<file path="src/rtl/nyq_fir_dec.sv">
// Time-multiplexed Nyquist FIR decimator: one shared signed MAC walks all taps
// per output, then rounds half-up and saturates into the output register.
module nyq_fir_dec #(
  parameter int NUM_TAPS   = 32,
  parameter int ADDR_WIDTH = 5,
  parameter int COEF_WIDTH = 24,
  parameter int IN_WIDTH   = 24,
  parameter int OUT_WIDTH  = 24,
  parameter int ACC_WIDTH  = 56,
  parameter int FRAC_BITS  = 23
) (
  input  logic                  Clk_CI,
  input  logic                  Rst_RBI,
  input  logic                  WrEn_SI,
  input  logic [ADDR_WIDTH-1:0] Addr_DI,
  input  logic [COEF_WIDTH-1:0] PAR_In_DI,
  input  logic [1:0]            Dec_DI,
  input  logic                  Clr_SI,
  input  logic                  In_Valid_SI,
  output logic                  In_Ready_SO,
  input  logic [IN_WIDTH-1:0]   NYQ_In_DI,
  output logic [OUT_WIDTH-1:0]  NYQ_Out_DO,
  output logic                  Out_Valid_SO,
  output logic                  Busy_SO
);

  localparam int PW = IN_WIDTH + COEF_WIDTH;

  localparam logic signed [ACC_WIDTH-1:0] RND =
    {{(ACC_WIDTH-FRAC_BITS){1'b0}}, 1'b1, {(FRAC_BITS-1){1'b0}}};
  localparam logic signed [ACC_WIDTH-1:0] SAT_MAX =
    {{(ACC_WIDTH-OUT_WIDTH+1){1'b0}}, {(OUT_WIDTH-1){1'b1}}};
  localparam logic signed [ACC_WIDTH-1:0] SAT_MIN =
    {{(ACC_WIDTH-OUT_WIDTH+1){1'b1}}, {(OUT_WIDTH-1){1'b0}}};

  typedef enum logic [1:0] {IDLE, MAC, OUT} state_t;

  state_t                             state, state_nxt;
  logic [NUM_TAPS-1:0][IN_WIDTH-1:0]   dly;
  logic [NUM_TAPS-1:0][COEF_WIDTH-1:0] coef;
  logic [1:0]                          phase;
  logic [ADDR_WIDTH-1:0]               idx;
  logic signed [ACC_WIDTH-1:0]         acc;

  logic                        accept, fire, last_tap;
  logic [IN_WIDTH-1:0]         x_cur;
  logic [COEF_WIDTH-1:0]       c_cur;
  logic [PW-1:0]               prod;
  logic signed [ACC_WIDTH-1:0] prod_ext, acc_rnd, acc_sh;
  logic [OUT_WIDTH-1:0]        sat;

  assign In_Ready_SO = (state == IDLE);
  assign Busy_SO     = (state != IDLE);
  assign accept      = In_Valid_SI & In_Ready_SO & ~Clr_SI;
  // >= rather than == so a live shrink of Dec_DI fires on the next accept
  assign fire        = accept & (phase >= Dec_DI);
  assign last_tap    = (idx == ADDR_WIDTH'(NUM_TAPS-1));

  // Sign-extending both operands to PW bits makes the low PW bits of the
  // unsigned product equal the full signed product.
  assign x_cur    = dly[idx];
  assign c_cur    = coef[idx];
  assign prod     = {{COEF_WIDTH{x_cur[IN_WIDTH-1]}}, x_cur} *
                    {{IN_WIDTH{c_cur[COEF_WIDTH-1]}}, c_cur};
  assign prod_ext = {{(ACC_WIDTH-PW){prod[PW-1]}}, prod};
  assign acc_rnd  = acc + RND;
  assign acc_sh   = acc_rnd >>> FRAC_BITS;

  always_comb begin
    sat = acc_sh[OUT_WIDTH-1:0];
    if (acc_sh > SAT_MAX)      sat = SAT_MAX[OUT_WIDTH-1:0];
    else if (acc_sh < SAT_MIN) sat = SAT_MIN[OUT_WIDTH-1:0];
  end

  always_comb begin
    state_nxt = state;
    case (state)
      IDLE:    if (fire) state_nxt = MAC;
      MAC:     if (last_tap) state_nxt = OUT;
      OUT:     state_nxt = IDLE;
      default: state_nxt = IDLE;
    endcase
    if (Clr_SI) state_nxt = IDLE;
  end

  always_ff @(posedge Clk_CI or negedge Rst_RBI) begin
    if (!Rst_RBI) begin
      state        <= IDLE;
      dly          <= '0;
      coef         <= '0;
      phase        <= '0;
      idx          <= '0;
      acc          <= '0;
      NYQ_Out_DO   <= '0;
      Out_Valid_SO <= 1'b0;
    end else begin
      state        <= state_nxt;
      Out_Valid_SO <= 1'b0;
      if (Clr_SI) begin
        dly   <= '0;
        phase <= '0;
        idx   <= '0;
        acc   <= '0;
      end else begin
        if (state == IDLE && WrEn_SI) coef[Addr_DI] <= PAR_In_DI;
        case (state)
          IDLE: if (accept) begin
            dly <= {dly[NUM_TAPS-2:0], NYQ_In_DI};
            if (fire) begin
              phase <= '0;
              acc   <= '0;
              idx   <= '0;
            end else begin
              phase <= phase + 2'd1;
            end
          end
          MAC: begin
            acc <= acc + prod_ext;
            idx <= idx + ADDR_WIDTH'(1);
          end
          OUT: begin
            NYQ_Out_DO   <= sat;
            Out_Valid_SO <= 1'b1;
          end
          default: ;
        endcase
      end
    end
  end

endmodule
</file>
<file path="config.mk">
export PLATFORM = sky130hd
export DESIGN_NAME = nyq_fir_dec
export DESIGN_NICKNAME = d
export VERILOG_FILES = /design/src/rtl/nyq_fir_dec.sv
export SDC_FILE = /design/constraint.sdc
export NUM_CORES = 2
export LEC_CHECK = 0
export BUFFER_PORTS_ARGS = -buffer_cell sky130_fd_sc_hd__clkbuf_2
export CAP_MARGIN = 10
export CORE_MARGIN = 10
export CORE_UTILIZATION = 40
export DETAILED_ROUTE_END_ITERATION = 6
export GPL_TIMING_DRIVEN = 0
export MAX_ROUTING_LAYER = met4
export PLACE_DENSITY_LB_ADDON = 0.25
export SLEW_MARGIN = 20
export SYNTH_ARGS = -nofsm -noshare
export SYNTH_HDL_FRONTEND = slang
export SYNTH_SLANG_ARGS = --single-unit
</file>
<file path="constraint.sdc">
create_clock -name Clk_CI -period 24.5 [get_ports Clk_CI]
set_input_delay 2.45 -clock Clk_CI [delete_from_list [all_inputs] [get_ports Clk_CI]]
set_output_delay 2.45 -clock Clk_CI [all_outputs]
set_load 0.05 [all_outputs]
</file>
# After elaboration in Yosys (flattened, before gate mapping)
# Cells that the tools add are included.
# op_classes
div	0
n_mux	30
shift	0
add_sub_neg	4
reduce_logical	12
bitwise_logic	4
n_eq_ne	6
n_lt_le_gt_ge	6
mul	1
# ops
op	n
768-bit two-way mux	3
768-bit bitwise mux	1
24-bit binary-select mux with 5-bit select	2
56-bit two-way mux	3
24-bit demux with 5-bit select	1
24-bit two-way mux	5
56-bit case mux with 2 select lines	1
56-bit by 24-bit adder with 56-bit output, second input constant	1
56-bit by 48-bit adder with 56-bit output	1
24-bit by 24-bit multiplier with 48-bit output	1
33-bit by 24-bit greater-than comparator with 1-bit output, second input constant	1
33-bit by 24-bit less-than comparator with 1-bit output, second input constant	1
5-bit two-way mux	3
2-bit two-way mux	7
5-bit by 6-bit less-than comparator with 1-bit output, second input constant	2
5-bit case mux with 2 select lines	1
2-bit AND reduction	4
3-bit by 2-bit inequality test with 1-bit output, second input constant	2
2-bit nonzero test	3
5-bit by 1-bit adder with 5-bit output, second input constant	1
5-bit equality test, second input constant	1
5-bit by 1-bit >= comparator with 1-bit output, second input constant	1
2-bit case mux with 2 select lines	1
1-bit bitwise AND	3
11 further kinds	13
# totals
input_bits	60
elab_cells	133
output_inout_bits	27
mem_bits_rw	0
latch_bits	0
mem_count	0
rom_bits	0
ff_bits	1626

# Depth between registers and ports, before layout
# depth
ltp_word	8
mapped_depth	33

# Least setup slack after synthesis
# No wires, ideal clock.
# synth_timing
path_kind	register to register
from	reg idx[1]
to	reg acc[55]
path_buffers	4
required_time_ps	24431
setup_time_ps	69
stages_incl_launch_ff	30
synth_period_minus_slack_ps	8865
slack_ps	15635
arrival_ps	8796
path_cell_list	dfrtp_1 -> clkbuf_1 -> clkbuf_1 -> clkbuf_1 -> mux4_2 -> mux4_2 -> mux2_2 -> buf_2 -> nand2_1 -> inv_1 -> fa_1 -> fa_1 -> fa_1 -> fa_1 -> fa_1 -> fa_1 -> inv_1 -> fa_1 -> inv_1 -> ha_1 -> a21o_1 -> a21o_1 -> a21o_1 -> nand3_1 -> a21o_1 -> nand3_1 -> o221ai_4 -> o31ai_2 -> or4_1 -> nand3_1
# synth_between
elab_chain_len	6
# synth_rtl
item	line	rtl
from (decl)	42	logic [ADDR_WIDTH-1:0] idx;
from (signal assigned)	119	idx <= idx + ADDR_WIDTH'(1);
24-bit binary-select mux with 5-bit select, on equally long branches	61, 62	
24-bit two-way mux, on equally long branches	61, 62	
24-bit by 24-bit multiplier with 48-bit output *	63	assign prod = {{COEF_WIDTH{x_cur[IN_WIDTH-1]}}, x_cur} *
56-bit by 48-bit adder with 56-bit output *	118	acc <= acc + prod_ext;
56-bit case mux with 2 select lines *	106	case (state)
56-bit two-way mux *	99	if (Clr_SI) begin
to (signal assigned)	118	
to (decl)	43	logic signed [ACC_WIDTH-1:0] acc;
# Mark *: on every way between the ends. The rest lies on a longest branch, timed or not. The select of a mux whose other input is x is not followed.
# A chain may end at the register's enable or synchronous reset.

# Final worst setup path
# layout_timing
from	reg idx[1]
to	reg acc[54]
# Same word-level chain as after synthesis.

==> key figures <==
Yosys
  • Seq/Total Area, Yosys: 42.6%
  • Post-synth EDFFs: 0
  • Simple-gate share of the synthesized area: 4.27%
  • Yosys reg bits: 1626
  • Distinct cells, synth: 75
  • Largest family of logic cells by synthesized area: multiplexers
  • Adder-Cell Fraction of Synth Area: 16.9%
  • Synth Cell Area: 95500 um2
  • Top_reg_cell synth: dfrtp_1
  • Synth Area in XOR/XNOR: 0.752%
  • Multiplexer share of the synthesized area: 20.9%
  • Synth Area in Compound Gates: 8.94%
  • Yosys warns: 0
  • Synth Instances: 7187
  • Asr flop ratio synth: 100%
  • Syn avg cell area: 13.3 um2
  • Syn Nets: 8121

Detailed routing
  • WL per Instance: 29.0 um
  • Via density: 5.85
  • Post-route ant nets: 0
  • Initial DRC count: 6253
  • # DRC: 0
  • Pre-Repair DR Iteration Count: 6
  • Via total after detailed routing: 63.2k
  • Routed WL: 313 mm

Placement
  • Placed instance area: 101000 um2
  • DPL Wire Length: 234 mm
  • Dpl ws: 12.04 ns
  • Placer Congestion: 0.950
  • Placed cell count: 10.5k
  • PortBufs: 83

Setup path
  • Top delay family on crit path: adder cells
  • Worst-path fanout max: 10
  • CP most frequent cell: fa_1
  • Arrival time at the worst endpoint: 13.38 ns
  • Slowest CP cell: clkbuf_1
  • CP Data Required Time: 25.24 ns
  • CP Buf/Inv Count: 9
  • Critical path class: register to register
  • Worst setup SP type: register
  • Critical path's largest stage delay: 0.92 ns
  • Worst Setup End Kind: register

Power and ir drop
  • Logic pwr share: 29.8%
  • Lkg Pwr: 50.4 nW
  • Seq pwr share: 36.2%
  • Net Sw Power: 2.83 mW
  • Clock power frac: 34.0%
  • Power Dens Cells: 77.7 nW/um2
  • Worst VDD drop: 68.3 uV
  • Net Sw Frac: 34.0%
  • Int Power: 5.48 mW

Global routing
  • Largest net degree at the start of global routing: 97
  • Total grt overflow: 0
  • Vias in the first global route: 66.3k
  • Tot GR Track Use: 24.9%
  • Initial antenna violation count: 16
  • First-pass GRT wire length: 464 mm

Layout
  • Core Util, Final: 45.0%
  • Design Area, Final: 107000 um2
  • Fin nets: 8418
  • Fill cells: 21.5k
  • Layout cells sized above 1: 24.5%
  • Final Instance Count excl. Fillers: 10.8k
  • Area grow syn2layout: 12.0%

STA
  • Final setup fails: 0
  • Fin. max-slew vios: 0
  • Slack of the critical path: 11.87 ns
  • Fin crit period: 12.63 ns
  • Worst-margin pin slew: 1.26 ns
  • Fin Setup TNS: 0 ns
  • Fmax: 0.0792 GHz
  • Final Skew: 0.0735 ns
  • RSZ-0062 raised after global routing: false
  • Final Hold Viols: 0
  • Final Cycle Share: 51.6%
  • Slew headroom: 16.2%

Floorplanning
  • Die Footprint: 259000 um2
  • Die width: 509 um
  • DIE HEIGHT: 509 um
  • Core outline area: 238000 um2
  • Starting density of the core: 40.2%
  • FP Rows: 179
  • Top-Level Pins: 87

Hold path
  • Hold crit path type: register to register

CTS
  • Post-CTS setup buffers: 0
  • Clk buf depth: 3
  • Num Clock Sinks: 1626
  • CTS buffer count: 181
  • Clock-pin slew on the worst setup and hold paths: 0.06 ns
  • Depth of the CTS H-tree: 4
  • TritonCTS clock tree: done
  • Post-CTS Resized: 0
  • Clk root buf: clkbuf_16
  • Clock Latency Late Sink: 0.88 ns
  • Hold_buf cts: 0

Outcome
  • Status: complete, no violations

Job
  • Max_cap viols: 0
cell type report:
| class | instances | area, um2 | share of cell area [%] |
|---|---|---|---|
| plain buffers | 552 | 2300 | 2.15 |
| diodes | 10 | 25.0 | 0.0234 |
| well taps | 3167 | 3960 | 3.71 |
| repair buffers | 114 | 1180 | 1.10 |
| clock inverters | 68 | 886 | 0.829 |
| multi-input cells | 4194 | 49500 | 46.3 |
| clock buffers | 262 | 5280 | 4.93 |
| inverters | 815 | 3060 | 2.86 |
| flip-flops and latches | 1626 | 40700 | 38.1 |
worst paths after layout:
kind | from | slack [ns] | cells past startpoint | end
min | phase[1] | 0.49 | 1 | phase[1]
max in group asynchronous | Rst_RBI | 19.52 | 8 | coef[0]
min reg2reg | phase[1] | 0.49 | 1 | phase[1]
max | idx[1] | 11.87 | 29 | acc[54]
max reg2reg | idx[1] | 11.87 | 29 | acc[54]
min in group asynchronous | Rst_RBI | 1.59 | 1 | dly[470]
cells by family after synthesis:
| logic type | count (synthesis) |
|---|---|
| adders and majority gates | 874 |
| buffers and inverters | 1367 |
| and+or+nand+nor | 899 |
| xor gates and xnor gates | 82 |
| DFF | 1626 |
| AOI/OAI and AO/OA | 1042 |
| muxes | 1297 |
power by group through the flow:
stage               clock, mW  sequential [mW]  combinational (mW)
floorplan                   0             3.00                1.68
global placement            0             3.06                2.43
detailed placement          0             3.05                2.46
CTS                      2.86             3.01                2.48
global route             2.97             3.03                2.75
finish                   2.82             3.01                2.47
synthesized netlist by cell type, types with 4 or more instances:
cell type,n,area [um2]
dfrtp_1,1626,40700
inv_1,813,3050
mux2_2,806,9080
a22o_1,776,6800
fa_1,693,13900
nand2_1,484,1820
mux4_2,480,10800
clkbuf_1,424,1590
ha_1,181,2260
nor2b_1,139,870
nor2_1,129,484
buf_2,97,485
o21ai_0,76,380
a21oi_1,63,315
xnor2_1,49,429
and2_1,38,238
a21o_1,34,255
nand3_1,33,165
xor2_1,33,289
o211ai_1,26,195
buf_1,16,60.1
nand2b_1,12,75.1
o21bai_1,12,90.1
buf_4,11,82.6
mux2i_1,11,110
nand4_1,11,68.8
nor3_1,11,55.1
or3_1,9,56.3
and3_1,8,50.1
a31oi_1,6,37.5
a211oi_1,5,37.5
a311oi_1,5,43.8
nand3b_1,4,30.0
nor3b_1,4,30.0
nor4_1,4,25.0
o31ai_1,4,30.0
sequential cells by signal, summed over array words and instances (netlist names):
register      count
phase             2
dly             768
Out_Valid_SO      1
coef            768
NYQ_Out_DO       24
state             2
acc              56
idx               5
through the flow:
stage	total power, mW	hold WS (ns)
floorplan	4.69	0.450
CTS	8.35	0.486
global route	8.76	0.505
global placement	5.49	0.468
detailed placement	5.51	0.474
finish	8.31	0.491
metal layers:
metal	routed length, um	track usage (%)
met1	132000	33.5
met2	144000	37.7
met3	25100	5.44
met4	11500	8.23
met5	0	-
cell usage in the layout (no fill, tap or decap), types with 118 or more instances in the layout:
master	synthesis	routed
ha_1	181	181
fa_1	693	691
mux2_2	806	806
nor2_1	129	129
mux4_2	480	480
clkbuf_1	424	429
dfrtp_1	1626	1626
a22o_1	776	776
clkbuf_2	2	118
inv_1	813	813
clkbuf_16	0	183
nor2b_1	139	139
nand2_1	484	484
No activity file was read; power rests on OpenSTA's default activity.
